===== src/rtl/des_req_arbiter_if.sv =====
// Requester / DES-core / response bundle for des_req_arbiter.
//   master : arbiter side (accepts requests, drives the core, returns responses)
//   slave  : environment side (requesters, DES core, response consumer)
// Ports:
//   req_*   per-requester valid/data/key/mode/verify in, one-hot ready out
//   des_*   core data/key/mode/verify/encrypt-valid out, ready/result/result-valid in
//   rsp_*   response valid/id/data/err out, ready in
interface des_req_arbiter_if #(
    parameter int unsigned N_REQ = 4
);
    localparam int unsigned ID_W = $clog2(N_REQ);

    logic [N_REQ-1:0]    req_valid_in;
    logic [N_REQ*64-1:0] req_data_in;
    logic [N_REQ*64-1:0] req_key_in;
    logic [N_REQ-1:0]    req_mode_in;
    logic [N_REQ-1:0]    req_verify_in;
    logic [N_REQ-1:0]    req_ready_out;

    logic [63:0]         des_data_out;
    logic [63:0]         des_key_out;
    logic                des_mode_out;
    logic                des_verify_out;
    logic                des_encrypt_valid_out;
    logic                des_encrypt_ready_in;
    logic [63:0]         des_result_in;
    logic                des_result_valid_in;

    logic                rsp_valid_out;
    logic                rsp_ready_in;
    logic [ID_W-1:0]     rsp_id_out;
    logic [63:0]         rsp_data_out;
    logic                rsp_err_out;

    modport master (
        input  req_valid_in, req_data_in, req_key_in, req_mode_in, req_verify_in,
        output req_ready_out,
        output des_data_out, des_key_out, des_mode_out, des_verify_out, des_encrypt_valid_out,
        input  des_encrypt_ready_in, des_result_in, des_result_valid_in,
        output rsp_valid_out, rsp_id_out, rsp_data_out, rsp_err_out,
        input  rsp_ready_in
    );

    modport slave (
        output req_valid_in, req_data_in, req_key_in, req_mode_in, req_verify_in,
        input  req_ready_out,
        input  des_data_out, des_key_out, des_mode_out, des_verify_out, des_encrypt_valid_out,
        output des_encrypt_ready_in, des_result_in, des_result_valid_in,
        input  rsp_valid_out, rsp_id_out, rsp_data_out, rsp_err_out,
        output rsp_ready_in
    );
endinterface


===== src/rtl/des_req_arbiter.sv =====
// Round-robin arbiter sharing one DES core among N_REQ requesters.
// One job in flight: grant -> issue -> wait for result (with timeout) -> respond.
// Ports:
//   clk_in  : clock, rising edge
//   rst_in  : asynchronous active-high reset
//   io_bus  : des_req_arbiter_if.master (requester, core and response signals)
module des_req_arbiter #(
    parameter int unsigned N_REQ       = 4,
    parameter int unsigned TIMEOUT_CYC = 64
) (
    input logic               clk_in,
    input logic               rst_in,
    des_req_arbiter_if.master io_bus
);
    localparam int unsigned BLK_W = 64;
    localparam int unsigned ID_W  = $clog2(N_REQ);
    localparam int unsigned CNT_W = $clog2(TIMEOUT_CYC);
    localparam int unsigned DK_W  = $clog2(N_REQ * BLK_W);

    typedef enum logic [1:0] {
        S_IDLE  = 2'd0,
        S_ISSUE = 2'd1,
        S_WAIT  = 2'd2,
        S_RESP  = 2'd3
    } state_t;

    state_t             r_state, w_state_nxt;
    logic [ID_W-1:0]    r_last_grant, w_last_nxt;
    logic [CNT_W-1:0]   r_cnt, w_cnt_nxt;
    logic [BLK_W-1:0]   r_des_data, w_des_data_nxt;
    logic [BLK_W-1:0]   r_des_key, w_des_key_nxt;
    logic               r_des_mode, w_des_mode_nxt;
    logic               r_des_verify, w_des_verify_nxt;
    logic [ID_W-1:0]    r_rsp_id, w_rsp_id_nxt;
    logic [BLK_W-1:0]   r_rsp_data, w_rsp_data_nxt;
    logic               r_rsp_err, w_rsp_err_nxt;

    logic               w_found;
    logic [ID_W-1:0]    w_cand;
    logic [ID_W-1:0]    w_gidx;
    logic [BLK_W-1:0]   w_sel_data;
    logic [BLK_W-1:0]   w_sel_key;
    logic               w_sel_mode;
    logic               w_sel_verify;
    logic [N_REQ-1:0]   w_req_ready;

    // Round-robin pick: first valid requester after the last grant, wrapping.
    always_comb begin : rr_pick
        w_found      = 1'b0;
        w_cand       = '0;
        w_gidx       = '0;
        w_sel_data   = '0;
        w_sel_key    = '0;
        w_sel_mode   = 1'b0;
        w_sel_verify = 1'b0;
        for (int unsigned k = 1; k <= N_REQ; k++) begin
            w_cand = ID_W'((32'(r_last_grant) + k) % N_REQ);
            if (!w_found && io_bus.req_valid_in[w_cand]) begin
                w_found      = 1'b1;
                w_gidx       = w_cand;
                w_sel_data   = io_bus.req_data_in[DK_W'(BLK_W * 32'(w_cand)) +: BLK_W];
                w_sel_key    = io_bus.req_key_in[DK_W'(BLK_W * 32'(w_cand)) +: BLK_W];
                w_sel_mode   = io_bus.req_mode_in[w_cand];
                w_sel_verify = io_bus.req_verify_in[w_cand];
            end
        end
    end

    // Next-state and next-register values.
    always_comb begin : fsm_next
        w_state_nxt      = r_state;
        w_last_nxt       = r_last_grant;
        w_cnt_nxt        = r_cnt;
        w_des_data_nxt   = r_des_data;
        w_des_key_nxt    = r_des_key;
        w_des_mode_nxt   = r_des_mode;
        w_des_verify_nxt = r_des_verify;
        w_rsp_id_nxt     = r_rsp_id;
        w_rsp_data_nxt   = r_rsp_data;
        w_rsp_err_nxt    = r_rsp_err;
        w_req_ready      = '0;

        case (r_state)
            S_IDLE: begin
                if (io_bus.des_encrypt_ready_in && w_found) begin
                    w_req_ready[w_gidx] = 1'b1;
                    w_last_nxt          = w_gidx;
                    w_des_data_nxt      = w_sel_data;
                    w_des_key_nxt       = w_sel_key;
                    w_des_mode_nxt      = w_sel_mode;
                    w_des_verify_nxt    = w_sel_verify;
                    w_state_nxt         = S_ISSUE;
                end
            end
            S_ISSUE: begin
                w_cnt_nxt   = '0;
                w_state_nxt = S_WAIT;
            end
            S_WAIT: begin
                // A result arriving on the final wait cycle still beats the timeout.
                if (io_bus.des_result_valid_in) begin
                    w_rsp_id_nxt   = r_last_grant;
                    w_rsp_data_nxt = io_bus.des_result_in;
                    w_rsp_err_nxt  = 1'b0;
                    w_state_nxt    = S_RESP;
                end else if (r_cnt == CNT_W'(TIMEOUT_CYC - 1)) begin
                    w_rsp_id_nxt   = r_last_grant;
                    w_rsp_data_nxt = '0;
                    w_rsp_err_nxt  = 1'b1;
                    w_state_nxt    = S_RESP;
                end else begin
                    w_cnt_nxt = r_cnt + CNT_W'(1);
                end
            end
            S_RESP: begin
                if (io_bus.rsp_ready_in) begin
                    w_state_nxt = S_IDLE;
                end
            end
            default: begin
                w_state_nxt = S_IDLE;
            end
        endcase
    end

    // State and datapath registers.
    always_ff @(posedge clk_in or posedge rst_in) begin
        if (rst_in) begin
            r_state      <= S_IDLE;
            r_last_grant <= ID_W'(N_REQ - 1);
            r_cnt        <= '0;
            r_des_data   <= '0;
            r_des_key    <= '0;
            r_des_mode   <= 1'b0;
            r_des_verify <= 1'b0;
            r_rsp_id     <= '0;
            r_rsp_data   <= '0;
            r_rsp_err    <= 1'b0;
        end else begin
            r_state      <= w_state_nxt;
            r_last_grant <= w_last_nxt;
            r_cnt        <= w_cnt_nxt;
            r_des_data   <= w_des_data_nxt;
            r_des_key    <= w_des_key_nxt;
            r_des_mode   <= w_des_mode_nxt;
            r_des_verify <= w_des_verify_nxt;
            r_rsp_id     <= w_rsp_id_nxt;
            r_rsp_data   <= w_rsp_data_nxt;
            r_rsp_err    <= w_rsp_err_nxt;
        end
    end

    // Accept pulse is combinational; held low while reset is asserted.
    assign io_bus.req_ready_out         = rst_in ? '0 : w_req_ready;
    assign io_bus.des_data_out          = r_des_data;
    assign io_bus.des_key_out           = r_des_key;
    assign io_bus.des_mode_out          = r_des_mode;
    assign io_bus.des_verify_out        = r_des_verify;
    assign io_bus.des_encrypt_valid_out = (r_state == S_ISSUE);
    assign io_bus.rsp_valid_out         = (r_state == S_RESP);
    assign io_bus.rsp_id_out            = r_rsp_id;
    assign io_bus.rsp_data_out          = r_rsp_data;
    assign io_bus.rsp_err_out           = r_rsp_err;

endmodule


===== src/flat_wrapper.sv =====
// flat-port wrapper written by rule: the top's interface ports become plain ports
module des_req_arbiter_flat 
#(
    parameter int unsigned N_REQ       = 4,
    parameter int unsigned TIMEOUT_CYC = 64
)
  (clk_in, rst_in, io_bus_req_valid_in, io_bus_req_data_in, io_bus_req_key_in, io_bus_req_mode_in, io_bus_req_verify_in, io_bus_req_ready_out, io_bus_des_data_out, io_bus_des_key_out, io_bus_des_mode_out, io_bus_des_verify_out, io_bus_des_encrypt_valid_out, io_bus_des_encrypt_ready_in, io_bus_des_result_in, io_bus_des_result_valid_in, io_bus_rsp_valid_out, io_bus_rsp_id_out, io_bus_rsp_data_out, io_bus_rsp_err_out, io_bus_rsp_ready_in);
  des_req_arbiter_if #(.N_REQ(N_REQ)) io_bus_i ();
  input logic clk_in;
  input logic rst_in;
  input wire logic [$bits(io_bus_i.req_valid_in)-1:0] io_bus_req_valid_in;
  input wire logic [$bits(io_bus_i.req_data_in)-1:0] io_bus_req_data_in;
  input wire logic [$bits(io_bus_i.req_key_in)-1:0] io_bus_req_key_in;
  input wire logic [$bits(io_bus_i.req_mode_in)-1:0] io_bus_req_mode_in;
  input wire logic [$bits(io_bus_i.req_verify_in)-1:0] io_bus_req_verify_in;
  output wire logic [$bits(io_bus_i.req_ready_out)-1:0] io_bus_req_ready_out;
  output wire logic [$bits(io_bus_i.des_data_out)-1:0] io_bus_des_data_out;
  output wire logic [$bits(io_bus_i.des_key_out)-1:0] io_bus_des_key_out;
  output wire logic [$bits(io_bus_i.des_mode_out)-1:0] io_bus_des_mode_out;
  output wire logic [$bits(io_bus_i.des_verify_out)-1:0] io_bus_des_verify_out;
  output wire logic [$bits(io_bus_i.des_encrypt_valid_out)-1:0] io_bus_des_encrypt_valid_out;
  input wire logic [$bits(io_bus_i.des_encrypt_ready_in)-1:0] io_bus_des_encrypt_ready_in;
  input wire logic [$bits(io_bus_i.des_result_in)-1:0] io_bus_des_result_in;
  input wire logic [$bits(io_bus_i.des_result_valid_in)-1:0] io_bus_des_result_valid_in;
  output wire logic [$bits(io_bus_i.rsp_valid_out)-1:0] io_bus_rsp_valid_out;
  output wire logic [$bits(io_bus_i.rsp_id_out)-1:0] io_bus_rsp_id_out;
  output wire logic [$bits(io_bus_i.rsp_data_out)-1:0] io_bus_rsp_data_out;
  output wire logic [$bits(io_bus_i.rsp_err_out)-1:0] io_bus_rsp_err_out;
  input wire logic [$bits(io_bus_i.rsp_ready_in)-1:0] io_bus_rsp_ready_in;
  assign io_bus_i.req_valid_in = io_bus_req_valid_in;
  assign io_bus_i.req_data_in = io_bus_req_data_in;
  assign io_bus_i.req_key_in = io_bus_req_key_in;
  assign io_bus_i.req_mode_in = io_bus_req_mode_in;
  assign io_bus_i.req_verify_in = io_bus_req_verify_in;
  assign io_bus_req_ready_out = io_bus_i.req_ready_out;
  assign io_bus_des_data_out = io_bus_i.des_data_out;
  assign io_bus_des_key_out = io_bus_i.des_key_out;
  assign io_bus_des_mode_out = io_bus_i.des_mode_out;
  assign io_bus_des_verify_out = io_bus_i.des_verify_out;
  assign io_bus_des_encrypt_valid_out = io_bus_i.des_encrypt_valid_out;
  assign io_bus_i.des_encrypt_ready_in = io_bus_des_encrypt_ready_in;
  assign io_bus_i.des_result_in = io_bus_des_result_in;
  assign io_bus_i.des_result_valid_in = io_bus_des_result_valid_in;
  assign io_bus_rsp_valid_out = io_bus_i.rsp_valid_out;
  assign io_bus_rsp_id_out = io_bus_i.rsp_id_out;
  assign io_bus_rsp_data_out = io_bus_i.rsp_data_out;
  assign io_bus_rsp_err_out = io_bus_i.rsp_err_out;
  assign io_bus_i.rsp_ready_in = io_bus_rsp_ready_in;
  des_req_arbiter #(.N_REQ(N_REQ), .TIMEOUT_CYC(TIMEOUT_CYC)) u_core (.clk_in(clk_in), .rst_in(rst_in), .io_bus(io_bus_i));
endmodule

===== config.mk =====
export PLATFORM = sky130hd
export DESIGN_NAME = des_req_arbiter_flat
export DESIGN_NICKNAME = d
export VERILOG_FILES = /design/src/rtl/des_req_arbiter_if.sv /design/src/rtl/des_req_arbiter.sv /design/src/flat_wrapper.sv
export SDC_FILE = /design/constraint.sdc
export NUM_CORES = 1
export LEC_CHECK = 0
export BUFFER_PORTS_ARGS = -buffer_cell sky130_fd_sc_hd__buf_2
export CAP_MARGIN = 15
export CORE_AREA = 2 2 305 307
export DETAILED_ROUTE_END_ITERATION = 7
export DIE_AREA = 0 0 307 309
export GPL_TIMING_DRIVEN = 0
export SETUP_SLACK_MARGIN = 0.4
export SLEW_MARGIN = 10
export SYNTH_ARGS = -nofsm -noshare
export SYNTH_HDL_FRONTEND = slang
export SYNTH_SLANG_ARGS = --single-unit

===== constraint.sdc =====
create_clock -name clk_in -period 14 [get_ports clk_in]
set_input_delay 0.7 -clock clk_in [delete_from_list [all_inputs] [get_ports clk_in]]
set_output_delay 0.7 -clock clk_in [all_outputs]
set_load 0.05 [all_outputs]

**Yosys cells after proc, flatten, opt, wreduce, memory -nomap -nowiden**

Index checks and enable logic that the tools add are counted.
Widths: inputs -> output; s select.

- Add/subtract/negate cells: 5
- Magnitude comparators: 6
- Equality and inequality tests: 9
- Shifts and indexed selects: 8
- Multiplexer cells: 67
- Reductions and logical operators: 15

Operators by type and width:

| operator | number |
|---|---|
| $shiftx 256x9->64 | 8 |
| $mux 64 | 10 |
| $mux 1 | 27 |
| $bmux 1 s2 | 12 |
| $mux 2 | 10 |
| $lt 2x3->1 const B | 5 |
| $mux 4 | 3 |
| $mux 6 | 2 |
| $pmux 6 s2 | 1 |
| $pmux 2 s4 | 1 |
| $add 6x1->6 const B | 1 |
| $eq 6x6->1 const B | 1 |
| $reduce_and 3->1 | 2 |
| $logic_and 1x1->1 | 5 |
| $add 2x1->2 const B | 2 |
| $add 2x2->2 const B | 2 |
| $eq 2x2->1 const B | 2 |
| $ne 2x1->1 const B | 2 |
| $ne 2x2->1 const B | 2 |
| $reduce_and 2->1 | 2 |
| $reduce_bool 2->1 | 2 |
| $logic_not 1->1 | 3 |
| $ne 3x2->1 const B | 1 |
| $demux 1 s2 | 1 |
| 3 further kinds | 3 |

- Flip-flop bits (word level): 207
- Output and inout port bits: 203
- Logic and storage cells: 120

**Depth between registers and ports, before layout**

Gate-level depths: netlist (run 1).

- Depth after elaboration: 20
- Depth in mapped cells: 10

**Worst setup path after synthesis (run 1)**

Ideal clock, no wire load.

- Path kind: flip-flop to output port
- Start: register u_core.r_last_grant[1]
- End: output io_bus_req_ready_out[2]
- Arrival: 2,458 ps
- Data required time: 13,300 ps
- Path slack: 10,842 ps
- Stages on the path, launching flop included: 9
- Cell sequence: dfstp_2 buf_4 buf_6 buf_2 clkbuf_1 nand2_1 a221oi_1 nand2_1 nor2_1

- Longest elaborated chain between the ends: 20
- Elaborated cells on any way between the ends: 35
- Those cells by class: add/sub (4); order compare (2); mux (21); reduce/logical (8)

Ends and longest elaborated chain:

| element | RTL line | RTL |
|---|---|---|
| from (decl) | des_req_arbiter.sv:28 | `logic [ID_W-1:0] r_last_grant, w_last_nxt;` |
| from (signal assigned) | des_req_arbiter.sv:130 | `r_last_grant <= ID_W'(N_REQ - 1);` |
| from (signal assigned) | des_req_arbiter.sv:141 | `r_last_grant <= w_last_nxt;` |
| $add 2x1->2 | des_req_arbiter.sv:57 | `w_cand = ID_W'((32'(r_last_grant) + k) % N_REQ);` |
| $bmux 1 s2 | des_req_arbiter.sv:58 | `if (!w_found && io_bus.req_valid_in[w_cand]) begin` |
| $mux 1 (implied by the code) | des_req_arbiter.sv:58 |  |
| $mux 1 | des_req_arbiter.sv:58 |  |
| $logic_not 1->1 | des_req_arbiter.sv:58 |  |
| $logic_and 1x1->1 | des_req_arbiter.sv:58 |  |
| $mux 1 | des_req_arbiter.sv:58 |  |
| $logic_not 1->1 | des_req_arbiter.sv:58 |  |
| [... 4 more ...] | -- |  |
| $mux 2 | des_req_arbiter.sv:58 |  |
| $lt 2x3->1 (implied by the code) or $ge 2x1->1 (tied branches) | des_req_arbiter.sv:86 | `w_req_ready[w_gidx] = 1'b1;` |
| $logic_and 1x1->1 (implied by the code) | des_req_arbiter.sv:86 |  |
| $mux 1 (implied by the code) | des_req_arbiter.sv:86 |  |
| $demux 1 s2 | -- |  |
| $mux 4 * | des_req_arbiter.sv:85 | `if (io_bus.des_encrypt_ready_in && w_found) begin` |
| $mux 4 * | des_req_arbiter.sv:83 | `case (r_state)` |
| $mux 4 * | des_req_arbiter.sv:154 | `assign io_bus.req_ready_out = rst_in ? '0 : w_req_ready;` |
| to (decl) | flat_wrapper.sv:16 | `output wire logic [$bits(io_bus_i.req_ready_out)-1:0] io_bus_req_ready_out;` |

Every way passes the cells marked *; elsewhere a longest branch is shown, timed or not. The select of a mux whose other input is x is not followed.

**Worst setup path after layout (run 1)**

Same ends and word-level chain as after synthesis.

==> results of run 1 <==
## worst max-delay path, stage by stage (launching register included)
cell and delay, ns:
dfstp_2 0.53, buf_4 0.15, buf_6 0.26, buf_2 0.44, clkbuf_1 0.54, nand2_1 0.21
a221oi_1 0.86, nand2_1 0.15, nor2_1 0.21, buf_2 0.30
## metrics by stage
stage               power [µW]  area (µm²)  utilization (%)  hold slack [ns]
floorplan                 3731       18730                -           0.4978
global placement          4998       24190            26.47           0.4664
detailed placement        5039       24310            26.60           0.4721
CTS                       5895       25340            27.73           0.1385
global route              6179       25390            27.79           0.1491
finish                    5904       25420            27.82           0.1394
## flip-flops by register name (all words and copies together), names as in the netlist, 2 cells and up
name                        flops
u_core.io_bus.rsp_data_out     64
u_core.r_state                  2
u_core.r_last_grant             2
u_core.r_cnt                    6
u_core.io_bus.rsp_id_out        2
u_core.io_bus.des_data_out     64
u_core.io_bus.des_key_out      64
## layout make-up
type | count | area [µm²]
Fill cell | 10060 | 65960
Multi-Input combinational cell | 1628 | 12390
Sequential cell | 207 | 5182
Timing Repair Buffer | 801 | 4079
Tap cell | 1186 | 1484
Buffer | 264 | 1131
Clock buffer | 40 | 837.1
Clock inverter | 14 | 197.7
Antenna cell | 33 | 82.58
Inverter | 9 | 41.29
## how the worst min path moves through the flow
stage / slack, ns / startpoint / cells after the start / end
CTS: 0.14 / rst_in / 2 / u_core.io_bus.des_data_out[14]
global placement: 0.47 / u_core.io_bus.rsp_id_out[0] / 2 / u_core.io_bus.rsp_id_out[0]
global route: 0.15 / rst_in / 2 / u_core.io_bus.des_data_out[14]
detailed placement: 0.47 / u_core.io_bus.rsp_id_out[0] / 2 / u_core.io_bus.rsp_id_out[0]
finish: 0.14 / rst_in / 2 / u_core.io_bus.des_data_out[14]
floorplan: 0.50 / u_core.r_cnt[4] / 2 / u_core.r_cnt[4]
## cell usage in the layout, fill, tap and decap left out, types with 3 or more instances in the layout
cell type and instances:
clkbuf_16 29, nand3_1 139, and2_1 7, buf_2 864, ha_1 6, o22a_1 69
o21ai_0 229, clkbuf_8 7, a32o_1 58, or3b_1 3, a22o_1 64, a32oi_1 62
a221o_1 58, inv_1 7, buf_6 4, mux2_2 18, clkbuf_1 173, clkinv_2 5
o21ai_1 29, nand4_1 11, nand2_1 202, nor2_1 73, nand2b_1 4, nor4b_1 7
a21oi_1 188, dfrtp_1 205, mux4_2 131, bufinv_16 4, a22oi_1 65, and3_1 3
nand3b_1 4, buf_4 11, diode_2 33, a31oi_1 66, nor2b_1 4, xor2_1 4
buf_1 13, a221oi_1 88
## synth_stat cells, types with 7 or more instances
library cell	instances	area [µm²]
a221o_1	58	580.6
nor2_1	74	277.8
a22oi_1	65	488.0
buf_1	13	48.80
mux2_2	18	202.7
o21ai_0	229	1146
a32oi_1	62	543.0
a21oi_1	188	940.9
a22o_1	64	560.5
a221oi_1	88	770.7
nand3_1	139	695.7
o22a_1	69	604.3
clkbuf_1	170	638.1
buf_2	69	345.3
nand2_1	202	758.2
nand4_1	11	68.82
a31oi_1	66	412.9
mux4_2	131	2950
a32o_1	58	580.6
and2_1	7	43.79
nor4b_1	7	61.31
dfrtp_1	205	5130
inv_1	8	30.03
o21ai_1	29	145.1
buf_4	10	75.07
## report_power, final
group / internal (µW) / switching, µW / total, µW
Sequential: 884 / 196 / 1080
Clock: 492 / 349 / 841
Combinational: 1260 / 2730 / 3980
Total: 2630 / 3270 / 5900
## metal layers
layer | wire [µm] | track usage (%) | share of wire (%)
met1 | 49980 | 31.85 | 40
met2 | 57350 | 40.11 | 46
met3 | 12900 | 6.632 | 10
met4 | 4729 | 9.280 | 3.8
met5 | 222 | 0 | 0.18
## logic make-up after synthesis
kind of cell               Yosys count  share of synthesized area, %
AOI/OAI and AO/OA                  997                         37.25
xor gates and xnor gates             4                        0.1870
adders and majority gates            6                        0.4008
buffers and inverters              273                         6.213
DFF                                207                         27.67
muxes                              149                         16.84
and+or+nand+nor                    472                         11.44
==> key figures, run 1 <==
Detailed routing
  – 1st-iter DRT viols: 3206
  – Post-route DRC violation count: 0
  – Routed vias/inst: 5.932
  – Drt pass-1 iters: 8
  – Post-DRT Antenna Nets: 0
  – Total Wirelength: 125200 µm
  – Via total after detailed routing: 24810
  – WL/cell: 29.93 µm

Die
  – Core Box Area: 0.09139 mm²
  – Num ports: 796
  – Die H: 309 µm
  – Rows: 111
  – Initial core utilization: 20.49%
  – Die Area: 0.09486 mm²
  – Die width: 307 µm

Finish
  – Nets: 3539
  – Post-route insts no fill: 4182
  – Synth-to-layout area growth: 35.76%
  – Layout cells sized above 1: 36.99%

Outcome
  – Status: finished clean

Place
  – Detailed placement HPWL: 97760 µm
  – Pre-CTS setup slack: 9.437 ns
  – GPL Wtd Cong: 0.9486
  – I/O Buffers: 795
  – Dpl cells: 4095

Power and ir drop
  – Leakage: 0.009802 µW
  – Worst vdd rail ir drop: 108.5 µV
  – PwrDens: 232.2 mW/mm²

Global route
  – Global-route wire length before repair: 172900 µm
  – Global route overflow: 0
  – Largest net degree at the start of global routing: 95
  – Initial antenna violation count: 51
  – Gr usage total: 24.88%
  – Vias in the first global route: 23340

Timing
  – Worst Slack Setup Final: 8.998 ns
  – # setup viols final: 0
  – TNS Setup: 0 ns
  – Clock skew: 0.01983 ns
  – Relative slew margins: 17.98%
  – F_max: 0.1999 GHz
  – Unrepaired setup endpoints after global routing: no
  – Min Tclk post-route: 5.002 ns
  – Worst Tran Pin Value: 1.230 ns
  – Slew Viols, Final: 0
  – Final period util: 35.73%
  – Final Hold Vio Count: 0

CTS
  – # Post-CTS Setup Buffers: 0
  – Clk pin slew, worst setup/hold paths: 0.07 ns
  – # H-tree levels: 1
  – Root buf cell: clkbuf_16
  – CTS Buf Count: 29
  – Cts-stage hold buffer count: 0
  – Sink Count: 207
  – CTS tree: built
  – Post_cts resized: 0
  – Clock Path Buffers: 3
  – Clock latency at the later pin of the worst-skew pair: 0.63 ns

Synth
  – YS warnings: 0
  – Asr flop ratio synth: 100.0%
  – Most used DFF post-synth: dfrtp_1
  – Post-Syn Instances: 2108
  – Cell Area, Synth: 0.01873 mm²
  – EDFF count, synth: 0
  – Syn_nets: 2707
  – Syn Area/Cell: 8.884 µm²
  – Yosys cell types: 64
  – Sequential area share after synthesis: 27.67%
  – FF+latch count, synth: 207

Critical path
  – CP arrival: 4.30 ns
  – FF-to-FF End: u_core.io_bus.des_data_out[8]
  – Worst setup startpoint: u_core.r_last_grant[1]
  – Reg2Reg Launch Point: u_core.r_last_grant[1]
  – Largest fanout on the critical path: 10
  – Startpoint types: register
  – Type of element capturing the critical path: output pin
  – CP endpoint: io_bus_req_ready_out[2]
  – Reg2reg setup slack: 10.23 ns
  – Register-to-Register Path Depth: 9
  – Crit Path Class: reg2out
  – Worst path required time: 13.30 ns

Min path
  – Worst Hold Class: in2async

Flow run
  – Max Cap Viol: 0
(Power assumes the default switching activity.)
==> run 2: changes to the inputs <==
- ABC_AREA: not set -> 1
- CORE_AREA: 2 2 305 307 -> 2 2 313 315
- DIE_AREA: 0 0 307 309 -> 0 0 315 317
- clock period: 14 -> 4.9 ns (I/O delays scaled with it)
==> run 2 against run 1 <==
Effect of this change:
- die area rose by 5.3%
- critical path depth grew 5
- register-to-register slack got worse by 9.6 ns
- cell area is 22% higher
- synthesized area rose by 26%
- synthesized cell count rose by 110%
- wire length grew 18%
- clock skew is 0.0059 ns higher
- core utilization rose by 4.4 points
- via count up 38%
- final cell count grew 58%
- critical path type unchanged
==> key figures, run 2 <==
Outcome
  – Status: finished clean

Synth
  – FF+latch count, synth: 207
  – Count leader, synth: nand2_1
  – Post-Syn Instances: 4406
  – Most used DFF post-synth: dfrtp_1
  – Asr flop ratio synth: 100.0%
  – Yosys cell types: 28
  – EDFF count, synth: 0
  – Syn Area/Cell: 5.346 µm²
  – Most common library cells after synthesis: nand2_1, o21ai_0, inv_1, dfrtp_1, clkbuf_1
  – Syn_nets: 5005
  – Post-synth top area share: 27.81%
  – Largest area contributor in the netlist: nand2_1
  – Synth top area cells: nand2_1, dfrtp_1, o21ai_0, inv_1, nand4_1
  – YS warnings: 0
  – Sequential area share after synthesis: 22.00%
  – Cell Area, Synth: 0.02356 mm²

CTS
  – Sink Count: 207
  – # H-tree levels: 1
  – Root buf cell: clkbuf_16
  – CTS Buf Count: 28
  – Clock Path Buffers: 3
  – Clk pin slew, worst setup/hold paths: 0.06 ns
  – CTS tree: built
  – Clock latency at the later pin of the worst-skew pair: 0.63 ns

Critical path
  – Register-to-Register Path Depth: 10
  – Worst path required time: 4.66 ns
  – CP max-delay cell: o21ai_4
  – Startpoint types: register
  – Reg2Reg Launch Point: u_core.r_last_grant[1]
  – CP arrival: 4.12 ns
  – WP depth: 14
  – WP buf/inv: 6
  – Reg2reg setup slack: 0.63 ns
  – CP delay by family, top: buffers and inverters
  – Critical Path Max Stage Delay: 0.54 ns
  – Crit Path Class: reg2out
  – Largest fanout on the critical path: 10
  – FF-to-FF End: u_core.io_bus.des_key_out[62]
  – Type of element capturing the critical path: output pin
  – Crit path cell chain: buf_4, inv_4, nand2_1, nand2_1, buf_4, o21ai_4, buf_2, inv_1, nand3_1, nand2_1, nor2_1, nand2_1, nor2_1, buf_2
  – Most frequent CP cell: nand2_1

Timing
  – Relative slew margins: 26.01%
  – Final Hold Vio Count: 0
  – Slew Viols, Final: 0
  – # setup viols final: 0
  – Worst Slack Setup Final: 0.5353 ns
  – Min Tclk post-route: 4.365 ns
  – F_max: 0.2291 GHz
  – Unrepaired setup endpoints after global routing: no
  – Worst Tran Pin Value: 1.110 ns
  – Clock skew: 0.02571 ns
  – Final period util: 89.07%
  – TNS Setup: 0 ns

Die
  – Core Box Area: 0.09628 mm²
  – Die Area: 0.09986 mm²
  – Initial core utilization: 24.47%
  – Die H: 317 µm
  – Num ports: 796
  – Rows: 114
  – Die width: 315 µm

Power and ir drop
  – Worst vdd rail ir drop: 389.2 µV
  – Net Switching: 16490 µW
  – PwrDens: 814.0 mW/mm²
  – Clk network pwr share: 8.8%
  – Switch share: 65.29%
  – Int Pwr: 8767 µW
  – Leakage: 0.01697 µW
  – Sequential Power Share: 11.4%
  – Comb pwr share: 79.8%

Detailed routing
  – 1st-iter DRT viols: 4012
  – WL/cell: 22.38 µm
  – Total Wirelength: 148300 µm
  – Post-route DRC violation count: 0
  – Routed vias/inst: 5.169
  – Drt pass-1 iters: 6
  – Post-DRT Antenna Nets: 0
  – Via total after detailed routing: 34260

Min path
  – Hold path depth: 5
  – Hold path start: io_bus_des_encrypt_ready_in
  – Worst Hold Class: in2reg
  – Hold endpoint: u_core.r_state[1]

Global route
  – Largest net degree at the start of global routing: 36
  – Global route overflow: 0
  – Gr usage total: 28.03%
  – Initial antenna violation count: 61
  – Global-route wire length before repair: 209200 µm
  – Vias in the first global route: 31820

Finish
  – Layout cells sized above 1: 18.70%
  – Synth-to-layout area growth: 31.72%
  – Commonest non-fill, non-tap cells in the layout: nand2_1, o21ai_0, buf_2
  – Commonest non-fill, non-tap cell in the layout: nand2_1
  – Nets: 5905

Place
  – Detailed placement HPWL: 113500 µm
  – GPL Wtd Cong: 0.9653
  – Pre-CTS setup slack: 0.1653 ns
  – I/O Buffers: 795

Flow run
  – Max Cap Viol: 0
-- run 2: metal layers --
metal  GRT usage [%]  vias up  wire, µm
li1                -    16000         -
met1           35.28    15870     59040
met2           45.75     1971     67050
met3           7.108      369     15360
met4           11.07       54      6540
met5               0        -       343
-- run 2: worst max path at each step --
stage,startpoint,endpoint
2_1_floorplan,rst_in,u_core.io_bus.des_data_out[0]
3_3_place_gp,rst_in,u_core.io_bus.des_key_out[15]
3_5_place_dp,u_core.r_last_grant[0],io_bus_req_ready_out[2]
4_1_cts,u_core.r_last_grant[0],io_bus_req_ready_out[2]
5_1_grt,u_core.r_last_grant[0],io_bus_req_ready_out[0]
6_report,u_core.r_last_grant[0],io_bus_req_ready_out[2]
-- run 2: area by class of cell --
cell class | instances | area, µm²
Fill cell | 10920 | 65250
Multi-Input combinational cell | 3297 | 14820
Sequential cell | 207 | 5182
Timing Repair Buffer | 870 | 4785
Inverter | 544 | 2048
Tap cell | 1276 | 1597
Buffer | 358 | 1556
Clock buffer | 40 | 805.8
Clock inverter | 10 | 166.4
Antenna cell | 26 | 65.06
-- run 2: repair_timing --
action                                  CTS  global route
pin swaps                                 1             1
endpoints found under the setup margin    7             3
hold buffers                             67             0
endpoints found under the hold margin    94             0
resized for setup                        10             5
setup buffers                             2             0
-- run 2: kinds of logic after synthesis --
group | share of synthesized area [%]
and+or+nand+nor | 34.83
AOI/OAI and AO/OA | 27.64
buffers and inverters | 15.14
DFF | 22.00
adders and majority gates | 0.3187
xor gates and xnor gates | 0.07437
-- run 2: stage by stage --
step / total power, µW / hold slack (ns) / cells / instance area, µm² / util [%]
finish: 25260 / 0.04765 / 6628 / 31030 / 32.23
global route: 27070 / 0.04616 / 6614 / 30990 / 32.19
CTS: 24930 / 0.00002121 / 6602 / 30950 / 32.14
detailed placement: 22480 / 0.4291 / 6483 / 29260 / 30.39
global placement: 22400 / 0.4610 / 6477 / 29140 / 30.26
floorplan: 15540 / 0.3850 / 4406 / 23560 / -
-- run 2: power by group through the flow --
stage          Combinational, µW  Sequential (µW)  Clock [µW]
2_1_floorplan              10400             5180           0
3_3_place_gp               19500             2890           0
3_5_place_dp               19600             2880           0
4_1_cts                    19800             2870        2280
5_1_grt                    21800             2960        2340
6_report                   20100             2890        2220
-- run 2: worst reg2reg max path, cell delays in order, from the launching register on --
cell	delay [ns]
dfstp_2	0.40
inv_2	0.07
buf_2	0.49
buf_2	0.59
buf_2	0.60
buf_1	0.82
o21ai_0	0.65
nand4_1	0.27
nand3_1	0.11
nand2_1	0.09
nand2_1	0.05
